## src/rtl/servo_pwm_multi.sv

```systemverilog
// rtl/servo_pwm_multi.sv - multi-channel servo PWM generator with per-frame jog/slew offset control
module servo_pwm_multi #(
    parameter int CHANNELS     = 4,
    parameter int PERIOD_TICKS = 20000,
    parameter int MIN_PULSE    = 400,
    parameter int MAX_OFFSET   = 2200,
    parameter int STEP         = 10,
    parameter int PW           = 12
) (
    input  logic                mclk,
    input  logic                rst,
    input  logic [CHANNELS-1:0] dir,
    input  logic [CHANNELS-1:0] freeze,
    input  logic [CHANNELS-1:0] mode,
    input  logic                tgt_valid,
    input  logic [3:0]          tgt_ch,
    input  logic [PW-1:0]       tgt_value,
    output logic                tgt_ready,
    input  logic [3:0]          sel,
    output logic [PW-1:0]       pos_out,
    output logic [CHANNELS-1:0] at_target,
    output logic                frame_tick,
    output logic                tgt_err,
    output logic [CHANNELS-1:0] servo
);
    localparam int CW = $clog2(PERIOD_TICKS);
    localparam int XW = (CW > PW + 1) ? CW : PW + 1;
    localparam int PW1 = PW + 1;
    localparam logic [PW:0]   STEP_W = PW1'(STEP);
    localparam logic [PW:0]   MAX_W  = PW1'(MAX_OFFSET);
    localparam logic [PW:0]   MIN_W  = PW1'(MIN_PULSE);
    localparam logic [CW-1:0] LAST   = CW'(PERIOD_TICKS - 1);
    localparam logic [4:0]    NCH    = 5'(CHANNELS);

    logic [CW-1:0]       cnt_q, cnt_d;
    logic [PW-1:0]       offset_q [CHANNELS];
    logic [PW-1:0]       offset_d [CHANNELS];
    logic [PW-1:0]       target_q [CHANNELS];
    logic [PW-1:0]       target_d [CHANNELS];
    logic [PW:0]         thr      [CHANNELS];
    logic [CHANNELS-1:0] servo_q, servo_d;
    logic                frame_tick_q;
    logic                tgt_err_q, tgt_err_d;
    logic                xfer;
    logic [PW-1:0]       tgt_clamp;

    // Saturating step; all arithmetic is PW+1 bits so the result never wraps.
    function automatic logic [PW-1:0] next_off(input logic [PW:0] off, input logic [PW:0] tgt,
                                               input logic up, input logic slew);
        logic [PW:0] sum;
        logic [PW:0] gap;
        sum = off + STEP_W;
        if (slew) begin
            if (tgt > off) begin
                gap = tgt - off;
                return PW'(off + ((gap > STEP_W) ? STEP_W : gap));
            end
            gap = off - tgt;
            return PW'(off - ((gap > STEP_W) ? STEP_W : gap));
        end
        if (up)
            return PW'((sum > MAX_W) ? MAX_W : sum);
        return PW'((off > STEP_W) ? (off - STEP_W) : '0);
    endfunction

    assign tgt_ready = (cnt_q != '0);
    assign xfer      = tgt_valid && tgt_ready;
    assign tgt_clamp = ({1'b0, tgt_value} > MAX_W) ? MAX_W[PW-1:0] : tgt_value;

    always_comb begin
        cnt_d     = (cnt_q == LAST) ? '0 : cnt_q + CW'(1);
        tgt_err_d = tgt_err_q | (xfer && ({1'b0, tgt_ch} >= NCH));
        servo_d   = '0;
        pos_out   = '0;
        at_target = '0;
        for (int i = 0; i < CHANNELS; i++) begin
            offset_d[i] = offset_q[i];
            target_d[i] = target_q[i];
            if (cnt_q == '0 && !freeze[i])
                offset_d[i] = next_off({1'b0, offset_q[i]}, {1'b0, target_q[i]}, dir[i], mode[i]);
            if (xfer && tgt_ch == 4'(i))
                target_d[i] = tgt_clamp;
            thr[i]       = MIN_W + {1'b0, offset_q[i]};
            servo_d[i]   = XW'(cnt_q) < XW'(thr[i]);
            at_target[i] = (offset_q[i] == target_q[i]);
            if (sel == 4'(i))
                pos_out = offset_q[i];
        end
    end

    always_ff @(posedge mclk) begin
        if (rst) begin
            cnt_q        <= '0;
            servo_q      <= '0;
            frame_tick_q <= 1'b0;
            tgt_err_q    <= 1'b0;
            for (int i = 0; i < CHANNELS; i++) begin
                offset_q[i] <= '0;
                target_q[i] <= '0;
            end
        end else begin
            cnt_q        <= cnt_d;
            servo_q      <= servo_d;
            frame_tick_q <= (cnt_q == '0);
            tgt_err_q    <= tgt_err_d;
            for (int i = 0; i < CHANNELS; i++) begin
                offset_q[i] <= offset_d[i];
                target_q[i] <= target_d[i];
            end
        end
    end

    assign servo      = servo_q;
    assign frame_tick = frame_tick_q;
    assign tgt_err    = tgt_err_q;
endmodule
```

## config.mk

```make
export PLATFORM = sky130hd
export DESIGN_NAME = servo_pwm_multi
export DESIGN_NICKNAME = d
export VERILOG_FILES = /design/src/rtl/servo_pwm_multi.sv
export SDC_FILE = /design/constraint.sdc
export NUM_CORES = 1
export LEC_CHECK = 0
export ABC_CLOCK_PERIOD_IN_PS = 8600
export CORE_ASPECT_RATIO = 1.5
export CORE_UTILIZATION = 37
export DETAILED_ROUTE_END_ITERATION = 16
export GPL_TIMING_DRIVEN = 0
export MAX_ROUTING_LAYER = met4
export SETUP_SLACK_MARGIN = 0.2
export SYNTH_ARGS = -nofsm -noshare
export SYNTH_HDL_FRONTEND = slang
export SYNTH_SLANG_ARGS = --single-unit
```

## constraint.sdc

```tcl
create_clock -name mclk -period 8.6 [get_ports mclk]
set_input_delay 1.29 -clock mclk [delete_from_list [all_inputs] [get_ports mclk]]
set_output_delay 1.29 -clock mclk [all_outputs]
set_load 0.005 [all_outputs]
```

==> summary.md <==
| Metric | Value |
|---|---|
| Max IR drop VDD | `123 uV` |
| Total negative slack | `0 ns` |
| Final Max Tran Viols | `0` |
| Hold_sp | `tgt_err$_SDFF_PP0_` |
| Clk pin slew, worst setup/hold paths | `0.06 ns` |
| Routed wire length | `64,200 microns` |
| Worst Setup End Kind | `register` |
| Total CTS buffers | `17` |
| Post-CTS Hold Fix Bufs | `0` |
| DIE AREA | `46,700 sq um` |
| Worst Hold Path EP | `tgt_err$_SDFF_PP0_` |
| Grt ovf | `0` |
| Hold violation total from the final report | `0` |
| Hold WC Path Type | `reg -> reg` |
| Max Root-Sink Buffers | `2` |
| Logic pwr share | `67.9%` |
| Top FF cell, synth | `dfxtp_1` |
| Outcome | `complete, no violations` |
| Sw frac | `48.8%` |
| Pwr dens | `236 nW/um^2` |
| Clock share of power | `17.0%` |
| Clk_lat worst skew | `0.44 ns` |
| Synth Instances | `2,356` |
| Max Cap Viol | `0` |
| Synth async-reset ratio | `0%` |
| Crit path arrival time | `7.17 ns` |
| Die W | `177 microns` |
| Worst path required time | `8.93 ns` |
| Worst r2r src | `offset_q[2][3]$_SDFFE_PP0P_` |
| Setup Buffers After CTS | `0` |
| FILL cells | `4,673` |
| Residual DRC | `0` |
| Drt via density | `6.00` |
| Fin Hold WS | `0.468 ns` |
| Syn Area/Cell | `7.19 sq um` |
| Slew of the pin with the lowest slew margin | `1.33 ns` |
| EDFF count, synth | `0` |
| DR iter-0 viols | `1,069` |
| FF-to-FF path depth | `25` |
| Tmin final | `6.84 ns` |
| Sequential share of power | `15.0%` |
| Clock Sinks | `117` |
| RSZ-0062 raised after global routing | `no` |
| Seq/Total Area, Yosys | `13.8%` |
| Vias in the first global route | `17,800` |
| Initial core utilization | `37.6%` |
| NetSw | `2170 uW` |
| Drt first pass iters | `5` |
| Netlist cell types | `96` |
| Port Buffers | `52` |
| GPL Wtd Cong | `1.03` |
| CTS Root Cell | `clkbuf_16` |
| Clock skew | `0.00946 ns` |
| First-pass GRT wire length | `99,200 microns` |
| Cell Rows | `95` |
| DP HPWL | `51,900 microns` |
| Worst R2R End | `offset_q[2][10]$_SDFFE_PP0P_` |
| I/O pin cnt | `58` |
| Pin count of the biggest net entering global routing | `17` |
| DR WL/cell | `21.2 microns` |
| Final net count | `2,688` |
| Layout cells sized above 1 | `4.18%` |
| Hold path depth | `2` |
| Yosys reg bits | `117` |
| CTS H-tree lvls | `4` |
| Static leakage | `0.00739 uW` |
| Core ar. | `45,000 sq um` |
| CP max FO | `10` |
| CTS tree | `yes` |
| Die Ht | `264 microns` |
| Relative slew slack | `9.99%` |
| Initial antenna violation count | `0` |
| Syn Std Cell Area | `16,900 sq um` |
| Inserted Diodes | `0` |
| Tot GR Track Use | `28.1%` |
| R2R Setup Slk | `1.76 ns` |
| Post-synthesis net count | `2,617` |
| Area Growth Syn to Fin | `11.0%` |
| Fmax | `146 MHz` |
| Final ANT Viol Nets | `0` |
| Vias | `18,100` |
| Total of cells resized after clock tree synthesis | `0` |
| Setup Crit Path Kind | `reg -> reg` |
| Count of final setup violators | `0` |
| Startpoint type of the worst setup path | `register` |
| YS warnings | `0` |
| P_int | `2270 uW` |
| Crit share post-route | `79.5%` |
## cell usage in the layout (no fill, tap or decap), drive strengths merged, types with 13 or more instances in the layout
| master | count |
|---|---|
| o21a | 26 |
| a221oi | 16 |
| buf | 24 |
| a31oi | 24 |
| o22ai | 19 |
| nor2b | 25 |
| nor2 | 242 |
| o21ai | 122 |
| or3 | 17 |
| nand3 | 66 |
| a21o | 64 |
| nand3b | 15 |
| nand2 | 178 |
| a21oi | 226 |
| nor4 | 20 |
| and3 | 15 |
| xor2 | 32 |
| a221o | 20 |
| clkbuf | 130 |
| a22o | 14 |
| nor3 | 62 |
| o31ai | 24 |
| inv | 169 |
| dfxtp | 117 |
| clkdlybuf4s50 | 52 |
| nand4 | 35 |
| ha | 214 |
| xnor2 | 111 |
| or2 | 18 |
| mux2i | 26 |
| a211oi | 37 |
| and2 | 13 |
| o211ai | 23 |
| nand2b | 25 |
## logic make-up after synthesis
group,Yosys count,share of synthesized area [%]
XOR/XNOR,143,7.39
AO/OA/AOI/OAI,769,30.9
buffers and inverters,306,7.07
adder cells (fa/ha/maj),226,17.2
multiplexers,29,1.74
flip-flops,117,13.8
AND/OR/NAND/NOR,766,21.9
## flip-flops by register name, summed over array words and instances (netlist names)
signal      cells
target_q       48
tgt_err         1
servo           4
frame_tick      1
cnt_q          15
offset_q       48
## final cells by class
cell class | instances | area [sq um] | share of cell area, %
multi-input cells | 1933 | 13400 | 71.3
clock inverters | 14 | 178 | 0.945
inverters | 170 | 638 | 3.39
plain buffers | 136 | 559 | 2.98
flip-flops and latches | 117 | 2340 | 12.5
clock buffers | 18 | 429 | 2.28
well taps | 582 | 728 | 3.87
repair buffers | 52 | 520 | 2.77
## critical path, stage by stage, from the launching register on
cell and delay [ns]:
dfxtp_1 0.37, buf_2 0.23, clkbuf_1 0.41, inv_1 0.24
ha_1 0.26, a21o_1 0.18, a21oi_1 0.18, o31ai_1 0.15
a41oi_2 0.35, mux2i_1 0.18, nor4_4 0.44, nand3_1 0.34
nor2_1 0.19, ha_1 0.18, inv_1 0.05, or4_1 0.54
o211a_1 0.14, ha_1 0.33, a21o_1 0.20, a21oi_1 0.22
o21bai_1 0.13, a2111oi_0 0.76, o31ai_1 0.22, xnor2_1 0.18
nand3_1 0.09, o2111a_1 0.17
## power groups by stage
stage	registers, uW	logic, uW	clock network (uW)
finish	666	3010	755
global route	673	3320	779
CTS	664	2970	763
detailed placement	676	2950	0
global placement	675	2910	0
floorplan	640	2260	0
## per-layer routing
| metal | track usage (%) | wire length [microns] |
|---|---|---|
| met1 | 29.5 | 24600 |
| met3 | 2.68 | 2620 |
| met2 | 49.4 | 32500 |
| met5 | - | 0 |
| met4 | 19.0 | 4500 |
## worst max path at each step
stage                                           start  slack [ns]                            to
after global routing      offset_q[2][3]$_SDFFE_PP0P_        1.33  offset_q[2][10]$_SDFFE_PP0P_
after detailed placement  offset_q[0][3]$_SDFFE_PP0P_        2.03   offset_q[0][8]$_SDFFE_PP0P_
after global placement    offset_q[2][3]$_SDFFE_PP0P_        2.13  offset_q[2][10]$_SDFFE_PP0P_
final                     offset_q[2][3]$_SDFFE_PP0P_        1.76  offset_q[2][10]$_SDFFE_PP0P_
after floorplan           offset_q[2][3]$_SDFFE_PP0P_        3.18  offset_q[2][10]$_SDFFE_PP0P_
after CTS                 offset_q[2][3]$_SDFFE_PP0P_        1.99  offset_q[2][10]$_SDFFE_PP0P_
## stage by stage
stage	setup slack, ns	cell area [sq um]	cells	util, %	total power (uW)
floorplan	3.18	16900	2356	-	2900
global placement	2.13	18200	2990	40.4	3580
detailed placement	2.03	18200	2990	40.4	3630
global route	1.33	18800	3022	41.7	4770
finish	1.76	18800	3022	41.7	4440
CTS	1.99	18800	3022	41.7	4400
## synthesized netlist by cell type, drive strengths merged (32+ instances only)
library cell  count  share of area, %
a211oi           37               1.6
a21o             64               2.8
a21oi           226               6.7
clkbuf          112               2.5
dfxtp           117                14
ha              214                16
inv             167               3.7
nand2           178               3.9
nand3            66               1.9
nand4            35               1.3
nor2            242               5.4
nor3             62               1.9
o21ai           122               3.7
xnor2           111               5.7
xor2             32               1.7
(Power assumes the default switching activity.)
